--- src/rtl/adc_acq_ctrl_pkg.sv ---
// adc_acq_ctrl_pkg: FSM encoding, default widths and source numbering shared
// by the ADC acquisition front end and the downstream dispatcher.
package adc_acq_ctrl_pkg;
    localparam int W_DATA_DEF = 18;
    localparam int W_SRC_DEF  = 5;
    localparam int N_ADC_DEF  = 8;
    // Sources 0..N_ADC_DEF-1 are ADC channels; all-ones marks an empty slot.
    localparam logic [W_SRC_DEF-1:0] NULL_SRC = '1;
    typedef enum logic [2:0] {IDLE, CONVST, WAIT_HI, WAIT_LO, READ} state_t;
endpackage

--- src/rtl/adc_serial_rx.sv ---
// adc_serial_rx: SCLK generator and MSB-first shift register for one read
// frame; done strobes for one cycle after each complete word.
module adc_serial_rx
    import adc_acq_ctrl_pkg::*;
#(
    parameter int W_DATA  = W_DATA_DEF,
    parameter int CLK_DIV = 2
) (
    input  logic              clk,
    input  logic              rst_n,
    input  logic              start,
    input  logic              run,
    input  logic              stop,
    input  logic              sdata,
    output logic              sclk,
    output logic              fall,
    output logic              capture,
    output logic              done,
    output logic [W_DATA-1:0] word
);
    localparam int CW = $clog2(CLK_DIV + 1);
    localparam int BW = $clog2(W_DATA + 1);
    localparam logic [CW-1:0] C_LAST = CW'(CLK_DIV - 1);
    localparam logic [BW-1:0] B_LAST = BW'(W_DATA - 1);
    logic [CW-1:0] cnt;
    logic [BW-1:0] bits;
    logic [W_DATA-2:0] shift;
    logic rise;
    // rise/fall mark the clk_in edge on which the registered sclk toggles
    assign rise = run && !sclk && cnt == C_LAST;
    assign fall = sclk && cnt == C_LAST;
    assign capture = rise && bits == B_LAST;
    always_ff @(posedge clk or negedge rst_n) begin
        if (!rst_n) begin
            sclk  <= 1'b1;
            cnt   <= '0;
            bits  <= '0;
            shift <= '0;
            done  <= 1'b0;
            word  <= '0;
        end else begin
            done <= capture;
            if (capture) word <= {shift, sdata};
            if (start) begin
                sclk <= 1'b0;
                cnt  <= '0;
                bits <= '0;
            end else if (!run || stop) begin
                sclk <= 1'b1;
                cnt  <= '0;
                bits <= '0;
            end else begin
                cnt <= cnt == C_LAST ? '0 : cnt + 1'b1;
                if (cnt == C_LAST) sclk <= ~sclk;
                if (rise) begin
                    shift <= {shift[W_DATA-3:0], sdata};
                    bits  <= capture ? '0 : bits + 1'b1;
                end
            end
        end
    end
endmodule

--- src/rtl/adc_acq_ctrl.sv ---
// adc_acq_ctrl: periodic trigger, CONVST/BUSY handshake and channel sequencing
// for an 8-channel simultaneous-sampling serial ADC.
module adc_acq_ctrl
    import adc_acq_ctrl_pkg::*;
#(
    parameter int W_DATA   = W_DATA_DEF,
    parameter int W_SRC    = W_SRC_DEF,
    parameter int N_ADC    = N_ADC_DEF,
    parameter int CLK_DIV  = 2,
    parameter int T_CYCLE  = 2000,
    parameter int CONVST_W = 4,
    parameter int BUSY_TO  = 500
) (
    input  logic              clk_in,
    input  logic              rst_in,
    input  logic              en_in,
    input  logic [2:0]        os_in,
    input  logic              adc_busy_in,
    input  logic              adc_data_in,
    output logic              adc_convst_out,
    output logic              adc_cs_out,
    output logic              adc_sclk_out,
    output logic [2:0]        adc_os_out,
    output logic              dv_out,
    output logic [W_SRC-1:0]  src_out,
    output logic [W_DATA-1:0] data_out,
    output logic              overrun_out,
    output logic              timeout_out
);
    localparam int TW = $clog2(T_CYCLE + 1);
    localparam int WW = $clog2((BUSY_TO > CONVST_W ? BUSY_TO : CONVST_W) + 1);
    localparam int NW = $clog2(N_ADC + 1);
    localparam logic [TW-1:0] T_LAST  = TW'(T_CYCLE - 1);
    localparam logic [WW-1:0] CV_LAST = WW'(CONVST_W - 1);
    localparam logic [WW-1:0] TO_LAST = WW'(BUSY_TO - 1);
    localparam logic [NW-1:0] CH_END  = NW'(N_ADC);
    state_t state;
    logic [TW-1:0] tcnt;
    logic [WW-1:0] wcnt;
    logic [NW-1:0] ch;
    logic busy_m, busy_s, trigger, start, run, stop, fall, capture;
    assign trigger = en_in && tcnt == '0;
    assign start = state == WAIT_LO && !busy_s;
    assign run = state == READ;
    // the frame ends on the SCLK fall that follows the last channel's last bit
    assign stop = run && fall && ch == CH_END;
    always_ff @(posedge clk_in or negedge rst_in) begin
        if (!rst_in) begin
            tcnt   <= '0;
            busy_m <= 1'b0;
            busy_s <= 1'b0;
        end else begin
            tcnt   <= !en_in || tcnt == T_LAST ? '0 : tcnt + 1'b1;
            busy_m <= adc_busy_in;
            busy_s <= busy_m;
        end
    end
    always_ff @(posedge clk_in or negedge rst_in) begin
        if (!rst_in) begin
            state          <= IDLE;
            wcnt           <= '0;
            ch             <= '0;
            src_out        <= '0;
            adc_convst_out <= 1'b0;
            adc_cs_out     <= 1'b1;
            adc_os_out     <= '0;
            overrun_out    <= 1'b0;
            timeout_out    <= 1'b0;
        end else begin
            overrun_out <= trigger && state != IDLE;
            timeout_out <= 1'b0;
            case (state)
                IDLE: begin
                    adc_os_out <= os_in;
                    wcnt       <= '0;
                    if (trigger) begin
                        state          <= CONVST;
                        adc_convst_out <= 1'b1;
                    end
                end
                CONVST: begin
                    if (wcnt == CV_LAST) begin
                        state          <= WAIT_HI;
                        adc_convst_out <= 1'b0;
                        wcnt           <= '0;
                    end else wcnt <= wcnt + 1'b1;
                end
                WAIT_HI: begin
                    if (busy_s) begin
                        state <= WAIT_LO;
                        wcnt  <= '0;
                    end else if (wcnt == TO_LAST) begin
                        state       <= IDLE;
                        timeout_out <= 1'b1;
                    end else wcnt <= wcnt + 1'b1;
                end
                WAIT_LO: begin
                    if (!busy_s) begin
                        state      <= READ;
                        adc_cs_out <= 1'b0;
                        ch         <= '0;
                    end else if (wcnt == TO_LAST) begin
                        state       <= IDLE;
                        timeout_out <= 1'b1;
                    end else wcnt <= wcnt + 1'b1;
                end
                READ: begin
                    if (capture) begin
                        src_out <= W_SRC'(ch);
                        ch      <= ch + 1'b1;
                    end
                    if (stop) begin
                        state      <= IDLE;
                        adc_cs_out <= 1'b1;
                    end
                end
                default: state <= IDLE;
            endcase
        end
    end
    adc_serial_rx #(.W_DATA(W_DATA), .CLK_DIV(CLK_DIV)) u_rx (
        .clk     (clk_in),
        .rst_n   (rst_in),
        .start   (start),
        .run     (run),
        .stop    (stop),
        .sdata   (adc_data_in),
        .sclk    (adc_sclk_out),
        .fall    (fall),
        .capture (capture),
        .done    (dv_out),
        .word    (data_out)
    );
endmodule

--- config.mk ---
export PLATFORM = sky130hd
export DESIGN_NAME = adc_acq_ctrl
export DESIGN_NICKNAME = d
export VERILOG_FILES = /design/src/rtl/adc_acq_ctrl_pkg.sv /design/src/rtl/adc_serial_rx.sv /design/src/rtl/adc_acq_ctrl.sv
export SDC_FILE = /design/constraint.sdc
export NUM_CORES = 1
export LEC_CHECK = 0
export BUFFER_PORTS_ARGS = -buffer_cell sky130_fd_sc_hd__buf_2
export CAP_MARGIN = 10
export CORE_MARGIN = 5
export CORE_UTILIZATION = 60
export DETAILED_ROUTE_END_ITERATION = 6
export PLACE_DENSITY = 0.87
export SLEW_MARGIN = 25
export SYNTH_ARGS = -nofsm -noshare
export SYNTH_HDL_FRONTEND = slang
export SYNTH_SLANG_ARGS = --single-unit
--- constraint.sdc ---
create_clock -name clk_in -period 5.4 [get_ports clk_in]
set_input_delay 1.08 -clock clk_in [delete_from_list [all_inputs] [get_ports clk_in]]
set_output_delay 1.08 -clock clk_in [all_outputs]
set_load 0.05 [all_outputs]
== Yosys cells after proc, flatten, opt, wreduce, memory -nomap -nowiden ==
Cells that the tools add are included.
Word-level totals
  register bits: 84
Operators by class
  $add $sub $neg: 5
  bitwise logic cells: 3
  muxes and demuxes: 36
  reduce and logical (&&, ||, !) cells: 30
  eq/ne operators: 16
Operators by type and width (count)
  $mux 9: 4
  $pmux 9 s4: 1
  $mux 5: 4
  $mux 3: 6
  $pmux 3 s5: 1
  $reduce_and 3->1: 5
  $add 11x1->11 const B: 1
  $eq 11x11->1 const B: 1
  $logic_not 11->1: 1
  $mux 11: 1
  $mux 1: 10
  $add 9x1->9 const B: 1
  $eq 9x2->1 const B: 1
  $eq 9x9->1 const B: 1
  $logic_and 1x1->1: 9
  $reduce_bool 3->1: 3
  $mux 4: 2
  $ne 2x2->1 const B: 4
  $pmux 4 s2: 1
  $eq 3x2->1 const B: 2
  $mux 2: 3
  $pmux 1 s2: 3
  $add 5x1->5 const B: 1
  $eq 5x5->1 const B: 1
  14 further kinds: 23

== Logic depth before layout (Yosys ltp) ==
Gate-level depths: netlist of run 1.
  word-level depth: 8
  mapped depth: 8

== Cells and area by module ==
From an unflattened synthesis of run 1, not the netlist that was laid out.
Unflattened totals
  cells, all modules: 315
  area total of the unflattened synthesis: 3829.9 sq um
Modules (own cells, without submodules)
  adc_acq_ctrl: area an instance 2020.7 sq um, times used 1, cells each 198
  adc_serial_rx: area an instance 1809.2 sq um, times used 1, cells each 117

== Least setup slack after synthesis of run 1 ==
No wires, ideal clock.
  path type: input-to-reg
  start: in en_in
  end: reg state[0]
  path slack: 3.591 ns
  stages on the path: 4
  data required time: 5.336 ns
  data arrival time: 1.745 ns
  library setup time: 0.064 ns
  cell sequence: nor2b_1 -> nand4_1 -> a221oi_1 -> a21o_1
On the way
  longest elaborated chain between the ends: 3
Ends and longest elaborated chain
  from (decl): RTL line adc_acq_ctrl.sv:16  | input logic en_in,
  $logic_and 1x1->1: RTL line adc_acq_ctrl.sv:42  | assign trigger = en_in && tcnt == '0;
  $ne 2x2->1 (no source line)
  $reduce_and 3->1 (no source line)
  to (signal assigned): RTL line adc_acq_ctrl.sv:60  | state <= IDLE;
  to (signal assigned): RTL line adc_acq_ctrl.sv:77  | state <= CONVST;
  to (signal assigned): RTL line adc_acq_ctrl.sv:83  | state <= WAIT_HI;
  to (decl): RTL line adc_acq_ctrl.sv:37  | state_t state;
Every way passes these cells.
A chain may end at the register's enable or synchronous reset.

== Worst setup path after layout of run 1 ==
  start: reg state[2]
  end: reg ch[3]
On the way
  longest elaborated chain between the ends: 6
  elaborated cells between the ends (all ways): 10
Ends and longest elaborated chain
  $eq 3x3->1: RTL line adc_acq_ctrl.sv:44, adc_acq_ctrl.sv:72
  $logic_and 1x1->1 (2 in series): RTL line adc_serial_rx.sv:30  | assign rise = run && !sclk && cnt == C_LAST;
  $logic_and 1x1->1: RTL line adc_serial_rx.sv:32  | assign capture = rise && bits == B_LAST;
  $ne 2x1->1 (no source line)
  $reduce_and 3->1 (no source line)
  to (signal assigned): RTL line adc_acq_ctrl.sv:110  | ch <= ch + 1'b1;
  to (decl): RTL line adc_acq_ctrl.sv:40  | logic [NW-1:0] ch;
Parallel ways exist; a longest one is shown, timed or not.

==> results by group, run 1 <==
STA
  – Final setup margin: 2.29 ns
  – Final period util: 57.5%
  – Fin crit period: 3.11 ns
  – Worst slew pin tran: 0.997 ns
  – Final setup fails: 0
  – Final TNS setup: 0 ns
  – Final Hold Viols: 0
  – Max-slew violation count: 0
  – Relative slew slack: 33.3%
  – Worst clock skew: 0.0153 ns
  – RSZ-0062 raised after global routing: no
  – Fmax: 322 MHz

Placement
  – DP Wirelength: 4950 um
  – Routability Congestion: 0.821
  – # port buffers: 38
  – Dpl ws: 2.31 ns

Detailed routing
  – WL met2: 3610 um
  – Via count: 2,808
  – Initial DRT Pass Iterations: 4
  – Routed Antenna Nets: 0
  – Top Metal Used: met4
  – Post-route DRC violation count: 0
  – Met3 wire len: 348 um
  – DR WL/cell: 14.9 um
  – Avg Vias per Cell: 5.74
  – DR iter-0 viols: 325
  – DRT Wirelength: 7270 um
  – DRT met1 WL: 3180 um

Critical path
  – Reg2reg end: ch[3]
  – Reg2reg path depth: 6
  – R2r setup slk: 2.29 ns
  – Startpoint types: flip-flop
  – Worst Path Arrival: 3.34 ns
  – WP data required: 5.63 ns
  – Crit Path Max Fanout: 27
  – Reg2reg start: state[2]
  – Crit end category: flip-flop
  – WS Path Type: flip-flop to flip-flop

GRT
  – First-pass GRT wire length: 12,600 um
  – Grt ovf: 0
  – Vias in the first global route: 2,717
  – Largest net degree at the start of global routing: 85
  – Initial antenna violation count: 0
  – GRT Total Usage: 20.6%

Finish
  – Antenna cells: 0
  – Fill count: 448
  – Synth-to-layout area growth: 12.3%
  – Layout cells sized above 1: 21.1%
  – Multi-input logic area: 1590 um^2
  – Fin nets: 422
  – Register area: 2100 um^2

Clocking
  – Worst-path clk slew: 0.08 ns
  – Cts bufs inserted: 9
  – CTS tree: built
  – Skew-Pair Late Insertion Delay: 0.37 ns
  – Clock Sink Count: 84
  – Max clock buf depth: 2
  – CTS HTree Levels: 3
  – Clk root buf: clkbuf_8
  – Hold Buf Count CTS: 0
  – Post-CTS sizing: 0
  – Setup Buffers After CTS: 0

Logic synthesis
  – Register area share after synthesis: 55.7%
  – Mapped Nets: 383
  – Syn Area/Cell: 10.3 um^2
  – Synth Register Bits: 84
  – Top post-synthesis cells by area: dfrtp_1, nand2_1, mux2_2
  – Top FF cell, synth: dfrtp_1
  – Post-synthesis instance total: 368
  – Synth top area share: 54.3%
  – Post-synth top area cell: dfrtp_1
  – Post-synthesis cell area: 3780 um^2
  – Ys async rst share: 100%
  – Netlist cell types: 55
  – YS warnings: 0
  – Post-synth EDFFs: 0

Floorplan
  – DIE HEIGHT: 89.4 um
  – Die area: 7990 um^2
  – Initial core utilization: 60.6%
  – Core region area: 6240 um^2
  – Ports: 40
  – Die X: 89.4 um
  – Std cell rows: 29

Power
  – Leakage: 2.14 nW
  – Maximum VDD drop: 0.210 mV
  – Pwr dens: 388 nW/um^2

Min path
  – Hold Path Origin: busy_m
  – WHS Path Cells: 0
  – HP Class: flip-flop to flip-flop
  – Hold EP: busy_s

Outcome
  – Status: completed

Run
  – Number of max-cap violations: 0
[logic make-up (layout without fill, tap and decap cells)]
| group | count (synthesis) | count (layout) | synth area share (%) |
|---|---|---|---|
| buf+inv | 20 | 64 | 2.25 |
| other cells | 1 | 1 | 0.0992 |
| simple gates | 175 | 175 | 22.0 |
| flops | 84 | 84 | 55.7 |
| compound gates | 49 | 49 | 8.84 |
| mux | 22 | 22 | 6.52 |
| xor+xnor | 10 | 10 | 2.32 |
| fa+ha+maj | 7 | 7 | 2.32 |
[critical path, stage by stage (launching register included)]
cell and delay (ns):
dfrtp_1 0.65, nor3b_2 0.42, nand3_1 0.78, inv_2 0.70
nand4_1 0.20, xor2_1 0.19, nor2_1 0.05
[flip-flops by register name, indices dropped and copies added (netlist names), 2 cells and up]
signal	flops
adc_os_out	3
u_rx.bits	5
u_rx.cnt	2
state	3
tcnt	11
wcnt	9
u_rx.word	18
src_out	4
u_rx.shift	17
ch	4
[Yosys cell counts, drive strengths merged (2+ instances only)]
master / n
nand4: 7
ha: 7
nand2: 83
o31ai: 6
dfstp: 2
nor2: 29
or3b: 2
o22ai: 2
nor3b: 3
mux2: 21
nor4: 2
nor2b: 8
nor3: 9
buf: 5
nand2b: 2
xnor2: 4
a21o: 3
clkbuf: 5
a21oi: 10
inv: 10
and2: 3
nand3: 15
xor2: 6
a211oi: 2
dfrtp: 82
and3: 5
a31oi: 3
o21ai: 16
[routing by layer]
metal	GRT usage (%)	vias up
met2	32.4	71
met1	27.5	1384
li1	-	1342
met3	5.62	11
met4	7.85	0
met5	0	-
[cell usage in the layout (no fill, tap or decap), drive strengths merged, types with 3 or more instances in the layout]
| master | instances |
|---|---|
| ha | 7 |
| o21ai | 16 |
| buf | 38 |
| nor3b | 3 |
| and2 | 3 |
| inv | 12 |
| dfrtp | 82 |
| nor2 | 29 |
| and3 | 5 |
| nand4 | 7 |
| nor3 | 9 |
| a21oi | 10 |
| o31ai | 6 |
| mux2 | 21 |
| a21o | 3 |
| xnor2 | 4 |
| clkbuf | 10 |
| nand2 | 83 |
| nand3 | 15 |
| a31oi | 3 |
| nor2b | 8 |
| xor2 | 6 |
[layout make-up]
type,instances,share of cell area (%)
Clock buffer,10,3.00
Clock inverter,6,2.21
Inverter,10,0.884
Multi-Input combinational cell,264,37.5
Sequential cell,84,49.5
Tap cell,77,2.27
Timing Repair Buffer,38,4.62
[power by group]
part	switching (mW)	internal (mW)	leakage [nW]
clock	0.233	0.265	0.107
combinational	0.277	0.135	0.901
sequential	0.0647	0.674	1.13
total	0.575	1.07	2.14
[metrics by stage]
step / power [mW] / util [%] / area (um^2) / hold WS, ns / instances
after floorplan: 1.05 / - / 3780 / 0.331 / 368
after global placement: 1.13 / 64.5 / 4020 / 0.349 / 473
after detailed placement: 1.16 / 64.5 / 4020 / 0.347 / 473
after CTS: 1.66 / 68.0 / 4240 / 0.364 / 489
after global routing: 1.73 / 68.1 / 4250 / 0.370 / 489
final: 1.65 / 68.1 / 4250 / 0.364 / 489
[worst max path at each step]
stage	start	to	slack [ns]	depth (start not counted)
6_report	state[2]	ch[3]	2.29	6
5_1_grt	state[2]	ch[3]	2.04	6
4_1_cts	state[2]	ch[3]	2.29	6
3_5_place_dp	state[2]	ch[3]	2.31	6
3_3_place_gp	state[2]	ch[3]	2.58	6
2_1_floorplan	en_in	state[0]	3.59	4
(Power assumes the default switching activity.)
==> inputs of run 2 (changes only) <==
- CORE_UTILIZATION: 60 -> 58
- PLACE_DENSITY: 0.87 -> 0.85
- clock period: 5.4 -> 3.2 ns (I/O delays scaled with it)
==> results by group, run 2 (same netlist as run 1, synthesis figures left out) <==
Finish
  – Layout cells sized above 1: 21.4%
  – Fill count: 480
  – Multi-input logic area: 1590 um^2
  – Antenna cells: 0
  – Fin nets: 423
  – Largest Register: u_rx.word
  – Top flop regs: u_rx.word (18), u_rx.shift (17), tcnt (11)
  – Max reg flops: 18
  – Final std cells w/o fill: 489
  – Synth-to-layout area growth: 11.3%
  – Register area: 2100 um^2
  – Most frequent cells in the layout: nand2_1, dfrtp_1, buf_2, nor2_1, mux2_2

Power
  – Leakage: 2.12 nW
  – Maximum VDD drop: 0.365 mV
  – Pwr dens: 620 nW/um^2

Critical path
  – Crit end category: flip-flop
  – Crit Path Max Fanout: 27
  – CP top delay family: simple AND/OR/NAND/NOR gates
  – Slowest cell delay on critical path: 0.64 ns
  – Worst path slowest cell: dfrtp_1
  – Buf/Inv on CP: 2
  – WS Path Type: flip-flop to flip-flop
  – Startpoint types: flip-flop
  – Worst Path Arrival: 2.53 ns
  – CP Cell Sequence: nor3b_2 > nand3_1 > buf_4 > inv_2 > nand4_1 > xor2_1 > nor2_1
  – WP data required: 3.42 ns

STA
  – RSZ-0062 raised after global routing: no
  – Fin crit period: 2.31 ns
  – Relative slew slack: 52.1%
  – Final setup fails: 0
  – Worst clock skew: 0.0119 ns
  – Fmax: 433 MHz
  – Final TNS setup: 0 ns
  – Final period util: 72.1%
  – Worst slew pin tran: 0.718 ns
  – Max-slew violation count: 0
  – Final Hold Viols: 0

Floorplan
  – Die X: 90.7 um
  – Std cell rows: 29
  – Initial core utilization: 59.5%
  – DIE HEIGHT: 90.7 um
  – Die area: 8230 um^2
  – Ports: 40
  – Core region area: 6350 um^2

Outcome
  – Status: completed

GRT
  – Largest net degree at the start of global routing: 85
  – First-pass GRT wire length: 12,400 um
  – GRT Total Usage: 18.4%
  – Initial antenna violation count: 0
  – Vias in the first global route: 2,651
  – Grt ovf: 0

Min path
  – HP Class: input pin to async pin

Run
  – Number of max-cap violations: 0

Clocking
  – Setup Buffers After CTS: 0
  – Cts bufs inserted: 9
  – Worst-path clk slew: 0.08 ns
  – Skew-Pair Late Insertion Delay: 0.36 ns
  – CTS tree: built
  – Post-CTS sizing: 0
  – CTS HTree Levels: 3
  – Hold Buf Count CTS: 0
  – Clock Sink Count: 84
  – Max clock buf depth: 2
  – Clk root buf: clkbuf_8

Placement
  – # port buffers: 38
  – Placed Cells incl. Taps: 474
  – DP Wirelength: 4770 um
  – Routability Congestion: 0.823

Detailed routing
  – DR WL/cell: 14.3 um
  – Post-route DRC violation count: 0
  – DRT Wirelength: 7020 um
  – DR iter-0 viols: 263
  – Initial DRT Pass Iterations: 4
  – Routed Antenna Nets: 0
  – Via count: 2,744
  – Avg Vias per Cell: 5.61
[run 2: where the power goes]
| group | internal, mW | switching (mW) |
|---|---|---|
| Clock | 0.287 | 0.394 |
| Sequential | 1.14 | 0.108 |
| Combinational | 0.227 | 0.454 |
| Total | 1.65 | 0.956 |
[run 2: cell type report]
type	count	share of cell area, %
clock buffer	9	2.94
tap	77	2.29
sequential	84	50.0
timing repair buffer	39	4.85
multi-input combinational	264	37.8
clock inverter	6	1.16
inverter	10	0.892
[run 2: stage by stage]
step | total power [mW] | worst slack, ns | util, % | hold WS (ns) | instance area, um^2
6_report | 2.61 | 0.891 | 66.2 | 0.315 | 4210
5_1_grt | 2.75 | 0.700 | 66.2 | 0.379 | 4210
4_1_cts | 2.61 | 0.909 | 66.2 | 0.371 | 4200
3_5_place_dp | 1.94 | 0.931 | 63.5 | 0.353 | 4030
3_3_place_gp | 1.92 | 1.07 | 63.5 | 0.342 | 4030
2_1_floorplan | 1.78 | 1.44 | - | 0.331 | 3780
[run 2: path summary, 6_finish.rpt]
| path | from | to | slack, ns | depth (start not counted) |
|---|---|---|---|---|
| max in group asynchronous | rst_in | u_rx.shift[5] | 2.41 | 1 |
| min in group clk_in | busy_m | busy_s | 0.37 | 0 |
| max reg2reg | state[2] | ch[3] | 0.89 | 7 |
| min | rst_in | tcnt[1] | 0.32 | 1 |
| max | state[2] | ch[3] | 0.89 | 7 |
| min reg2reg | busy_m | busy_s | 0.37 | 0 |
[run 2: per-layer routing]
metal	routed length [um]	share of wire (%)	global-route usage, %
met1	3170	45	24.8
met4	146	2.1	8.68
met2	3450	49	29.0
met5	0	0	0
met3	257	3.7	3.17
==> inputs of run 3 (changes only) <==
- clock period: 3.2 -> 2.2 ns (I/O delays scaled with it)
==> results by group, run 3 (same netlist as run 1, synthesis figures left out) <==
STA
  – Final period util: 93.1%
  – Max-slew violation count: 0
  – Fin crit period: 2.05 ns
  – Final setup margin: 0.152 ns
  – Worst slew pin tran: 0.658 ns
  – Final setup fails: 0
  – RSZ-0062 raised after global routing: no
  – Fin Hold WS: 0.0524 ns
  – Relative slew slack: 55.8%
  – Final Hold Viols: 0
  – Fmax: 488 MHz
  – Worst clock skew: 0.0130 ns
  – Final TNS setup: 0 ns

Critical path
  – Startpoint types: flip-flop
  – Worst setup path start: wcnt[0]
  – Worst path slowest cell: or3_4
  – WP data required: 2.42 ns
  – R2r setup slk: 0.15 ns
  – Reg2reg start: wcnt[0]
  – CP Cell Sequence: ha_1 > or3b_1 > or3_4 > nor4_1
  – Slowest cell delay on critical path: 0.45 ns
  – Reg2reg path depth: 4
  – WS Path Type: flip-flop to flip-flop
  – Crit end category: flip-flop
  – Worst Path Arrival: 2.26 ns
  – Crit path to: timeout_out
  – Crit Path Max Fanout: 5
  – Reg2reg end: timeout_out

Floorplan
  – Die area: 8230 um^2
  – Core region area: 6350 um^2
  – Die X: 90.7 um
  – Ports: 40
  – Std cell rows: 29
  – DIE HEIGHT: 90.7 um
  – Initial core utilization: 59.5%

GRT
  – Initial antenna violation count: 0
  – Grt peak-use layer: met2
  – Vias in the first global route: 2,701
  – Met1 Use GR: 23.7%
  – GRT Total Usage: 18.3%
  – Grt ovf: 0
  – Met3 Track Usage GR: 3.83%
  – Grt met2 use: 29.0%
  – First-pass GRT wire length: 12,500 um
  – Largest net degree at the start of global routing: 47

Detailed routing
  – DR iter-0 viols: 195
  – DRT Wirelength: 7290 um
  – Post-route DRC violation count: 0
  – Initial DRT Pass Iterations: 4
  – Via count: 2,839
  – Routed Antenna Nets: 0
  – Avg Vias per Cell: 5.72
  – DR WL/cell: 14.7 um

Finish
  – Most frequent cells in the layout: nand2_1, dfrtp_1, buf_2, nor2_1, mux2_2
  – Max reg flops: 18
  – Layout cells sized above 1: 22.7%
  – Synth-to-layout area growth: 13.6%
  – Antenna cells: 0
  – Fin nets: 429
  – Largest Register: u_rx.word
  – Design Area, Final: 4290 um^2
  – Top flop regs: u_rx.word (18), u_rx.shift (17), tcnt (11)

Placement
  – DP Wirelength: 4990 um
  – Placed cell area: 4090 um^2
  – Routability Congestion: 0.902
  – # port buffers: 38
  – Dpl ws: 0.231 ns

Power
  – Pwr dens: 933 nW/um^2
  – Leakage: 2.18 nW
  – Maximum VDD drop: 0.507 mV

Clocking
  – Max clock buf depth: 2
  – Skew-Pair Late Insertion Delay: 0.35 ns
  – Cts bufs inserted: 9
  – Clk root buf: clkbuf_8
  – Setup Buffers After CTS: 0
  – Hold Buf Count CTS: 0
  – CTS HTree Levels: 3
  – Clock Sink Count: 84
  – CTS tree: built
  – Post-CTS sizing: 0
  – Worst-path clk slew: 0.09 ns

Min path
  – HP Class: input pin to async pin

Outcome
  – Status: completed

Run
  – Number of max-cap violations: 0
## run 3: changes by cell type in the layout (fill, tap and decap cells not counted), sizes merged
cell      before  now
clkinvlp       2    1
bufinv         0    1
buf           39   45
clkinv         1    2
## run 3: final cells by class
cell class / instances / area (um^2)
inverter: 10 / 37.5
multi-input combinational: 264 / 1590
clock buffer: 9 / 124
timing repair buffer: 45 / 258
fill: 440 / 2060
sequential: 84 / 2100
clock inverter: 7 / 82.6
tap: 77 / 96.3
## run 3: worst max-delay path, delay by kind of cell, from the launching register on
family	cells	cell delay (ns)
flip-flops	1	0.42
AND/OR/NAND/NOR	3	1.25
adder cells (fa/ha/maj)	1	0.23
## run 3: report_power, final
| group | leakage (nW) | switching (mW) | internal [mW] |
|---|---|---|---|
| clock network | 0.104 | 0.598 | 0.544 |
| registers | 1.13 | 0.140 | 1.66 |
| logic | 0.939 | 0.700 | 0.369 |
## run 3: routing by layer
| metal | part of all wire [%] | wire (um) |
|---|---|---|
| met1 | 44 | 3210 |
| met2 | 48 | 3520 |
| met3 | 5.1 | 370 |
| met4 | 2.5 | 182 |
| met5 | 0 | 0 |
## run 3: worst min-delay path by stage
stage / start / end / slack [ns] / cells past startpoint
after global placement: busy_m / busy_s / 0.33 / 0
after detailed placement: busy_m / busy_s / 0.35 / 0
after CTS: rst_in / tcnt[9] / 0.07 / 1
after global routing: rst_in / tcnt[1] / 0.08 / 1
final: rst_in / state[1] / 0.05 / 1
after floorplan: rst_in / adc_convst_out / 0.14 / 0
## run 3: through the flow
| step | total power, mW | util [%] | cells |
|---|---|---|---|
| 2_1_floorplan | 2.59 | - | 368 |
| 3_3_place_gp | 2.83 | 64.4 | 480 |
| 3_5_place_dp | 2.87 | 64.4 | 480 |
| 4_1_cts | 4.00 | 67.6 | 496 |
| 5_1_grt | 4.21 | 67.6 | 496 |
| 6_report | 4.01 | 67.6 | 496 |
